## src/rtl/psum_sfu.sv

```systemverilog
// psum_sfu: drains OFIFO rows, optionally adds the old psum from SRAM,
// saturates and ReLUs each lane, and writes the row back to psum SRAM.
module psum_sfu #(
    parameter int col = 8,
    parameter int psum_bw = 16
) (
    input  logic                   clk,
    input  logic                   reset,
    input  logic                   start,
    input  logic [10:0]            n_out,
    input  logic [10:0]            base_addr,
    input  logic                   acc_en,
    input  logic                   relu_en,
    input  logic                   ofifo_valid,
    input  logic [col*psum_bw-1:0] ofifo_out,
    output logic                   ofifo_rd,
    output logic [10:0]            A_pmem,
    output logic                   CEN_pmem,
    output logic                   WEN_pmem,
    output logic [col*psum_bw-1:0] D_pmem,
    input  logic [col*psum_bw-1:0] Q_pmem,
    output logic                   busy,
    output logic                   done
);
    localparam int W = col * psum_bw;
    typedef enum logic [2:0] {IDLE, READ, WAIT, WRITE, DONE} state_t;
    state_t       r_state;
    logic [10:0]  r_idx, r_n, r_base;
    logic         r_acc, r_relu;
    logic [W-1:0] r_data, r_result, w_result;
    logic [10:0]  w_addr;
    logic         w_rd;
    // 11-bit add wraps the address from 2047 back to 0 for free
    assign w_addr   = r_base + r_idx;
    assign w_rd     = r_state == READ && ofifo_valid;
    assign ofifo_rd = w_rd;
    assign CEN_pmem = !((w_rd && r_acc) || r_state == WRITE);
    assign WEN_pmem = r_state != WRITE;
    assign A_pmem   = (r_state == READ || r_state == WRITE) ? w_addr : '0;
    assign D_pmem   = r_state == WRITE ? r_result : '0;
    assign busy     = r_state != IDLE;
    assign done     = r_state == DONE;
    for (genvar g = 0; g < col; g++) begin : g_lane
        logic [psum_bw-1:0] w_a, w_b, w_sat;
        logic [psum_bw:0]   w_sum;
        assign w_a   = r_data[g*psum_bw +: psum_bw];
        assign w_b   = r_acc ? Q_pmem[g*psum_bw +: psum_bw] : '0;
        assign w_sum = {w_a[psum_bw-1], w_a} + {w_b[psum_bw-1], w_b};
        // overflow iff the two top bits of the widened sum disagree
        assign w_sat = (w_sum[psum_bw] == w_sum[psum_bw-1]) ? w_sum[psum_bw-1:0]
                     : {w_sum[psum_bw], {(psum_bw-1){~w_sum[psum_bw]}}};
        assign w_result[g*psum_bw +: psum_bw] = (r_relu && w_sat[psum_bw-1]) ? '0 : w_sat;
    end
    always_ff @(posedge clk) begin
        if (reset) begin
            r_state  <= IDLE;
            r_idx    <= '0;
            r_n      <= '0;
            r_base   <= '0;
            r_acc    <= 1'b0;
            r_relu   <= 1'b0;
            r_data   <= '0;
            r_result <= '0;
        end else begin
            case (r_state)
                IDLE: if (start) begin
                    r_n     <= n_out;
                    r_base  <= base_addr;
                    r_acc   <= acc_en;
                    r_relu  <= relu_en;
                    r_idx   <= '0;
                    r_state <= n_out != '0 ? READ : DONE;
                end
                READ: if (ofifo_valid) begin
                    r_data  <= ofifo_out;
                    r_state <= WAIT;
                end
                WAIT: begin
                    r_result <= w_result;
                    r_state  <= WRITE;
                end
                WRITE: begin
                    r_idx   <= r_idx == r_n - 11'd1 ? r_idx : r_idx + 11'd1;
                    r_state <= r_idx == r_n - 11'd1 ? DONE : READ;
                end
                DONE: r_state <= IDLE;
                default: r_state <= IDLE;
            endcase
        end
    end
endmodule

```

## config.mk

```make
export PLATFORM = sky130hd
export DESIGN_NAME = psum_sfu
export DESIGN_NICKNAME = d
export VERILOG_FILES = /design/src/rtl/psum_sfu.sv
export SDC_FILE = /design/constraint.sdc
export NUM_CORES = 1
export LEC_CHECK = 0
export CORE_MARGIN = 5
export CORE_UTILIZATION = 48
export DETAILED_ROUTE_END_ITERATION = 8
export GPL_ROUTABILITY_DRIVEN = 0
export PLACE_DENSITY = 0.76
export SETUP_SLACK_MARGIN = 0.15
export SYNTH_ARGS = -nofsm -noshare
export SYNTH_HDL_FRONTEND = slang
export SYNTH_SLANG_ARGS = --single-unit
```

## constraint.sdc

```tcl
create_clock -name clk -period 4.93 [get_ports clk]
set_clock_uncertainty 0.1 [all_clocks]
set_input_delay 0.7395 -clock clk [delete_from_list [all_inputs] [get_ports clk]]
set_output_delay 0.7395 -clock clk [all_outputs]
set_load 0.03 [all_outputs]
```

# Word-level counts from Yosys, hierarchy flattened
# Cells that the tools add are included.
[classes]
n_mux = 34
n_eq_ne = 17
n_addsub = 11
n_reduce_logical = 21
n_bitwise = 8
[ops]
columns = ["cell", "count"]
rows = [
  ["$mux W16", 24],
  ["$add A16 B16 Y17", 8],
  ["$mux W128", 1],
  ["$mux W11", 3],
  ["$pmux W11 S2", 1],
  ["$mux W3", 4],
  ["$pmux W3 S4", 1],
  ["$add A11 B1 Y11 const B", 1],
  ["$add A11 B11 Y11", 1],
  ["$eq A11 B11 Y1", 1],
  ["$reduce_bool A11 Y1", 1],
  ["$sub A11 B1 Y11 const B", 1],
  ["$logic_and A1 B1 Y1", 10],
  ["$eq A1 B1 Y1", 8],
  ["$not A1 Y1", 8],
  ["$eq A3 B2 Y1 const B", 2],
  ["$ne A2 B2 Y1 const B", 3],
  ["$reduce_and A2 Y1", 3],
  ["$eq A3 B1 Y1 const B", 1],
  ["$eq A3 B3 Y1 const B", 1],
  ["$logic_not A3 Y1", 1],
  ["$ne A3 B2 Y1 const B", 1],
  ["$reduce_and A3 Y1", 1],
  ["$reduce_bool A3 Y1", 1],
  ["3 further kinds", 4],
]
[totals]
register_bits = 294
output_inout_bits = 144

# Depth between registers and ports, before layout
# Gate-level depths: netlist of the first run.
[depth]
depth_word = 6
mapped_depth = 14
depth_no_buf = 11

# Worst setup path after synthesis of the first run
# No wires, ideal clock.
[synth_timing]
path_kind = "input to register"
startpoint = "in Q_pmem[96]"
endpoint = "reg r_result[110]"
cell_stages = 12
setup_slack_ps = 1073
n_path_buf = 1
arrival_ps = 3612
cell_sequence = "and2_1 ha_1 fa_1 a21oi_1 nor2b_1 a311o_1 o31ai_1 o31ai_1 and3_1 a211oi_1 buf_2 a22oi_1"
[synth_between]
elab_chain_cells = 6
[synth_rtl]
columns = ["item", "line_no", "source"]
rows = [
  ["start: declaration", "21", "input logic [col*psum_bw-1:0] Q_pmem,"],
  ["$mux W16 *", "47", "assign w_b = r_acc ? Q_pmem[g*psum_bw +: psum_bw] : '0;"],
  ["$add A16 B16 Y17 *", "48", "assign w_sum = {w_a[psum_bw-1], w_a} + {w_b[psum_bw-1], w_b};"],
  ["$eq A1 B1 Y1", "50", "assign w_sat = (w_sum[psum_bw] == w_sum[psum_bw-1]) ? w_sum[psum_bw-1:0]"],
  ["$mux W16 *", "50", ""],
  ["$logic_and A1 B1 Y1", "52", "assign w_result[g*psum_bw +: psum_bw] = (r_relu && w_sat[psum_bw-1]) ? '0 : w_sat;"],
  ["$mux W16 *", "52", ""],
  ["end signal: assignment", "79", "r_result <= w_result;"],
  ["end: declaration", "30", "logic [W-1:0] r_data, r_result, w_result;"],
]
# Every way passes the cells marked *; elsewhere a longest branch is shown, timed or not.
# A chain may end at the register's enable or synchronous reset.

# Final worst setup path of the first run
[layout_timing]
startpoint = "reg r_idx[0]"
endpoint = "out A_pmem[10]"
[layout_between]
elab_chain_cells = 2
[layout_rtl]
columns = ["item", "line_no", "source"]
rows = [
  ["start: declaration", "28", "logic [10:0] r_idx, r_n, r_base;"],
  ["start signal: assignment", "83", "r_idx <= r_idx == r_n - 11'd1 ? r_idx : r_idx + 11'd1;"],
  ["$add A11 B11 Y11", "34", "assign w_addr = r_base + r_idx;"],
  ["$mux W11", "39", "assign A_pmem = (r_state == READ || r_state == WRITE) ? w_addr : '0;"],
  ["end: declaration", "17", "output logic [10:0] A_pmem,"],
]
# No other way between the ends.

==> results of run 1 <==
[sequential cells by signal, indices dropped and copies added, names as in the netlist]
| signal | flops |
|---|---|
| r_acc | 1 |
| r_data | 128 |
| r_result | 128 |
| r_base | 11 |
| r_n | 11 |
| r_idx | 11 |
| r_relu | 1 |
| r_state | 3 |
[synth_stat cells, types with 3 or more instances]
cell,count,area share
o21bai_1,17,0.0068
o22ai_1,9,0.0030
a21o_1,61,0.024
fa_1,9,0.0096
a21boi_0,5,0.0020
nand2b_1,27,0.0090
or4_1,7,0.0028
and3_1,138,0.046
or2_2,10,0.0033
xor2_1,46,0.021
nand2_1,487,0.097
inv_1,32,0.0064
a211oi_1,24,0.0096
o211ai_1,7,0.0028
nor3_1,27,0.0072
a22o_1,10,0.0046
ha_1,140,0.093
xnor2_1,75,0.035
clkbuf_1,140,0.028
o31ai_1,9,0.0036
nor4b_1,11,0.0051
a21oi_1,353,0.094
nand3_2,3,0.0016
nand3_1,20,0.0053
o32ai_1,3,0.0014
buf_2,3,0.00080
nor2_1,95,0.019
nor2b_1,15,0.0050
a211o_1,6,0.0028
a31oi_1,16,0.0053
dfxtp_1,294,0.31
o221ai_1,5,0.0023
or3_1,12,0.0040
mux2_2,6,0.0036
o21ai_0,129,0.034
and2_1,141,0.047
nand4_1,14,0.0046
a221oi_1,9,0.0042
o21a_1,16,0.0064
a22oi_1,17,0.0068
nor4_1,9,0.0030
a31o_2,3,0.0014
[cell families (layout without fill, tap and decap cells)]
| logic type | Yosys count | count (layout) | share of synthesized area |
|---|---|---|---|
| muxes | 6 | 6 | 0.00358 |
| buffers and inverters | 178 | 549 | 0.0364 |
| other | 0 | 3 | 0 |
| and+or+nand+nor | 1027 | 1027 | 0.265 |
| DFF | 294 | 294 | 0.312 |
| AOI/OAI and AO/OA | 718 | 718 | 0.225 |
| adders and majority gates | 149 | 149 | 0.102 |
| xor gates and xnor gates | 121 | 121 | 0.0562 |
[per-layer routing]
layer,GRT usage,share of wire
met5,0,0.0011
met1,0.345,0.42
met4,0.0747,0.027
met2,0.463,0.48
met3,0.0661,0.071
[final cells by class]
cell class,count,area (um^2)
multi-input combinational,2021,12300
clock inverter,18,206
clock buffer,50,1060
timing repair buffer,449,4460
sequential,294,5890
fill,3360,14000
tap,518,648
inverter,32,123
antenna,3,7.51
[where the power goes]
part           total, mW  internal, mW  switching, mW  leakage [nW]
Combinational       1.06         0.490          0.571          7.29
Sequential          2.55          2.47         0.0844          2.38
Clock               2.81          1.68           1.13         0.614
[critical path: cells and delay by family, from the launching register on]
family | cells | cell delay [ns]
AOI/OAI and AO/OA | 6 | 1.15
buffers and inverters | 1 | 0.69
adders and majority gates | 2 | 0.68
DFF | 1 | 0.41
xor gates and xnor gates | 1 | 0.14
and+or+nand+nor | 1 | 0.10
[stage by stage]
step | instances | util | setup slack (ns) | power (mW) | cell area [um^2]
2_1_floorplan | 2493 | - | 1.07 | 3.21 | 18900
3_3_place_gp | 3314 | 0.605 | 0.570 | 3.63 | 23400
3_5_place_dp | 3314 | 0.605 | 0.472 | 3.65 | 23400
4_1_cts | 3382 | 0.638 | 0.363 | 6.47 | 24700
5_1_grt | 3385 | 0.638 | 0.202 | 6.70 | 24700
6_report | 3385 | 0.638 | 0.378 | 6.42 | 24700
[how the worst min path moves through the flow]
stage                               to  slack, ns    startpoint  depth (start not counted)
after floorplan           r_result[16]       0.32  r_result[16]                          2
after global placement    r_result[20]       0.33  r_result[20]                          2
after detailed placement  r_result[28]       0.34  r_result[28]                          2
after CTS                 r_result[82]       0.35  r_result[82]                          2
after global routing      r_result[89]       0.36  r_result[89]                          2
final                     r_result[95]       0.34  r_result[95]                          2
==> results.md, run 1 <==
- Outcome: complete, no violations
- P&R area growth vs syn: 31.0%
- Slew Viols, Final: 0
- Min Tclk post-route: roughly 4.6 ns
- Crit path required time: around 4 ns
- Wire per inst: between 15 and 20 um
- Total GRT Usage: 0.272
- Mean Syn Cell Area: between 7 and 8 um^2
- Die H: ~210 um
- Yosys warnings: 0
- Worst path cell trace: ha_1 -> fa_1 -> a21o_1 -> a21o_1 -> a21o_1 -> a21oi_1 -> o21a_1 -> o21ai_0 -> xnor2_1 -> nor2_1 -> clkdlybuf4s50_1
- Die X: around 210 um
- Vias: roughly 19000
- H-Tree Depth: 2
- Max Buffers Root-to-Sink: 3
- HP Class: reg2reg
- Worst r2r dst: r_result[122]
- Antenna viol nets, final: 0
- Seq/Total Area, Yosys: 0.312
- Top_reg_cell synth: dfxtp_1
- Number of flops mapped to enable cells by yosys: 0
- CP Class: reg2out
- Num CTS Buffers: 38
- Fmax: 220 MHz
- CTS root buffer: clkbuf_16
- Post-CTS repair timing setup buffer count: 0
- DRC Markers: 0
- CP Max Fanout: 8
- Startpoint Class: register
- Unrepaired setup endpoints after global routing: no
- Pre-Repair DR Iteration Count: 5
- Cells after Synth: roughly 2500
- Core area: between 30000 and 40000 um^2
- PostCTS Resize Cnt: 0
- Peak supply drop: 185 uV
- Vias in the first global route: 18900
- Sum of negative setup slack: 0 ns
- Starting Density: 0.487
- Worst-Skew Late Latency: roughly 0.56 ns
- Commonest non-fill, non-tap cell in the layout: nand2_1
- R2r setup slk: about 0.66 ns
- #FFs+latches synth: 294
- Final setup fails: 0
- Io pins: roughly 430
- Final WL: around 62 mm
- Max Cap Viol: 0
- Largest net degree at the start of global routing: 93
- Slew headroom: 0.248
- Final net count: 3269
- CTS tree: yes
- Via density per instance: roughly 5.7
- Leakage: 10.3 nW
- Clock slew at reported path FFs: roughly 0.060 ns
- Critical Path Sink: A_pmem[10]
- Power Dens Cells: about 260 nW/um^2
- Post-Syn Nets: 2926
- Max stage delay on crit path: 0.69 ns
- Most frequent cells in the layout: 486 x nand2_1, 426 x clkdlybuf4s50_1, 353 x a21oi_1
- Synth cell types: between 60 and 70
- Initial DRC Count: 1351
- Initial antenna violation count: 12
- Clock tree sinks: 294
- Port bufs: about 430
- Worst setup EP type: primary output
- Num rows: between 70 and 80
- Arr. time, crit path: around 3.7 ns
- Final hold violation count: 0
- First-pass GRT wire length: 98.9 mm
- Worst hold slack: around 0.34 ns
- Hpwl dp: between 40 and 50 mm
- Slowest CP cell: clkdlybuf4s50_1
- # hold bufs at CTS: 0
- Register-to-Register Path Depth: 11
- Total die area: 43400 um^2
- Asr flop ratio synth: 0
- Grt total ovfl: 0
- Fraction of layout cells with a size suffix above 1: 0.0416
- Part of the cycle the worst path needs: 0.923
- Critical Path Most Common Cell: a21o_1
- Mapped Area: ~19000 um^2
- Crit path from: r_idx[0]
- Measured slew at the worst slew-check pin: ~1.1 ns
- R2r startpoint: r_acc
(Power assumes the default switching activity.)
==> run 2, diff against run 1 <==
CORE_UTILIZATION = 35   (was 48)
CTS_BUF_LIST = sky130_fd_sc_hd__clkbuf_4 sky130_fd_sc_hd__clkbuf_8   (was unset)
PLACE_DENSITY = 0.58   (was 0.76)
==> results.md, run 2 (synthesis results as in run 1) <==
- Vias: 18900 (was 19400)
- Area of the multi-input gates: 12300 um^2 (unchanged)
- Clock slew at reported path FFs: 0.06 ns (about the same)
- CP Class: reg2out (unchanged)
- Core area: 53600 um^2 (was 38700 um^2)
- Fraction of layout cells with a size suffix above 1: 0.0519 (was 0.0416)
- Min Tclk post-route: 4.48 ns (was 4.55 ns)
- Slew headroom: 0.181 (was 0.248)
- Num rows: 85 (was 72)
- Port bufs: 427 (unchanged)
- Crit path required time: 4.09 ns (about the same)
- Max Buffers Root-to-Sink: 3 (unchanged)
- Via density per instance: 5.26 (was 5.73)
- Part of the cycle the worst path needs: 0.909 (was 0.923)
- CTS tree: yes (unchanged)
- Outcome: complete, no violations (unchanged)
- Max Cap Viol: 0 (unchanged)
- Final hold violation count: 0 (unchanged)
- Final setup fails: 0 (unchanged)
- Commonest non-fill, non-tap cell in the layout: nand2_1 (unchanged)
- Initial antenna violation count: 15 (was 12)
- Io pins: 428 (unchanged)
- Die H: 242 um (was 208 um)
- Num CTS Buffers: 55 (was 38)
- Worst r2r dst: r_result[34] (was r_result[122])
- Grt total ovfl: 0 (unchanged)
- FILL cells: 5393 (was 3360)
- Wire per inst: 18.2 um (was 18.4 um)
- First-pass GRT wire length: 103 mm (was 98.9 mm)
- Arr. time, crit path: 3.64 ns (was 3.71 ns)
- Crit path from: r_idx[0] (unchanged)
- Unrepaired setup endpoints after global routing: no (unchanged)
- Total Power: 6.03 mW (was 6.42 mW)
- CTS root buffer: clkbuf_8 (was clkbuf_16)
- Final WL: 65.3 mm (was 62.3 mm)
- Pre-Repair DR Iteration Count: 5 (unchanged)
- Total GRT Usage: 0.214 (was 0.272)
- Largest registers: r_data: 128 flops, r_result: 128 flops (unchanged)
- Hold_sp: r_result[84] (was r_result[95])
- Worst-Skew Late Latency: 0.65 ns (was 0.56 ns)
- Vias in the first global route: 19000 (was 18900)
- CP Max Fanout: 8 (unchanged)
- Critical Path Sink: A_pmem[8] (was A_pmem[10])
- Die X: 242 um (was 208 um)
- Total die area: 58600 um^2 (was 43400 um^2)
- R2r startpoint: r_acc (unchanged)
- Starting Density: 0.352 (was 0.487)
- Fmax: 223 MHz (was 220 MHz)
- R2r setup slk: 0.61 ns (was 0.66 ns)
- Leakage: 10.3 nW (about the same)
- Measured slew at the worst slew-check pin: 1.22 ns (was 1.12 ns)
- Antenna viol nets, final: 0 (unchanged)
- Largest net degree at the start of global routing: 95 (was 93)
- DRC Markers: 0 (unchanged)
- P&R area growth vs syn: 31.2% (was 31.0%)
- Power Dens Cells: 243 nW/um^2 (was 260 nW/um^2)
- H-Tree Depth: 2 (unchanged)
- Final net count: 3290 (was 3269)
- Startpoint Class: register (unchanged)
- Initial DRC Count: 978 (was 1351)
- Peak supply drop: 158 uV (was 185 uV)
- Clock tree sinks: 294 (unchanged)
- Register-to-Register Path Depth: 11 (unchanged)
- Sum of negative setup slack: 0 ns (unchanged)
- Worst setup EP type: primary output (unchanged)
- Slew Viols, Final: 0 (unchanged)
- Sequential Area: 5890 um^2 (unchanged)
- HP Class: reg2reg (unchanged)
- Most frequent cells in the layout: 486 x nand2_1, 425 x clkdlybuf4s50_1, 353 x a21oi_1 (was 486 x nand2_1, 426 x clkdlybuf4s50_1, 353 x a21oi_1)
- Hpwl dp: 49.0 mm (was 46.0 mm)
run 2: changes by cell type in the layout (fill, tap and decap cells not counted), sizes merged, moves of 2 or more:
cell,previous run,this run
bufinv,3,1
clkinv,9,7
clkbuf,51,80
inv,35,33
buf,22,26
clkinvlp,3,1
run 2: layout make-up:
| cell class | instances | area share |
|---|---|---|
| Tap cell | 696 | 0.0352 |
| Inverter | 32 | 0.00495 |
| Antenna cell | 4 | 0.000404 |
| Clock inverter | 10 | 0.00328 |
| Timing Repair Buffer | 453 | 0.181 |
| Multi-Input combinational cell | 2021 | 0.498 |
| Clock buffer | 79 | 0.0399 |
| Sequential cell | 294 | 0.238 |
run 2: worst min-delay path by stage:
| stage | end | cells after the start |
|---|---|---|
| 2_1_floorplan | r_result[16] | 2 |
| 3_3_place_gp | r_result[94] | 2 |
| 3_5_place_dp | r_result[36] | 2 |
| 4_1_cts | r_result[84] | 2 |
| 5_1_grt | r_result[90] | 2 |
| 6_report | r_result[84] | 2 |
run 2: critical path: stages, from the launching register on:
cell             delay, ns
dfxtp_1               0.43
ha_1                  0.29
fa_1                  0.41
a21o_1                0.20
a21o_1                0.20
a21o_1                0.19
a21oi_1               0.22
o21a_1                0.20
xor2_1                0.07
nor2_1                0.10
clkdlybuf4s50_1       0.68
run 2: per-stage QoR:
stage	utilization	std cells	hold WS, ns	instance area, um^2	worst slack, ns
floorplan	-	2493	0.317	18900	1.07
detailed placement	0.442	3496	0.341	23700	0.408
global placement	0.442	3496	0.335	23700	0.510
finish	0.462	3589	0.346	24800	0.450
global route	0.462	3586	0.358	24800	0.181
CTS	0.462	3585	0.348	24700	0.163
run 2: metal layers:
| layer | vias up | global-route usage | share of wire |
|---|---|---|---|
| met3 | 99 | 0.0632 | 0.074 |
| met4 | 18 | 0.0527 | 0.021 |
| li1 | 9465 | - | - |
| met2 | 457 | 0.367 | 0.47 |
| met5 | - | 0 | 0.0019 |
| met1 | 8835 | 0.264 | 0.43 |
run 2: repair_timing:
action / CTS / global route
buffers inserted: 0 / 0
hold buffers: 0 / 0
resized for setup: 0 / 1
endpoints found under the setup margin: 0 / 1
run 2: power breakdown:
part           internal, mW  switching, mW  leakage (nW)  total [mW]
Sequential             2.47         0.0819          2.38        2.55
Combinational         0.492          0.572          7.32        1.06
Clock                  1.32           1.09         0.573        2.41
Total                  4.28           1.75          10.3        6.03
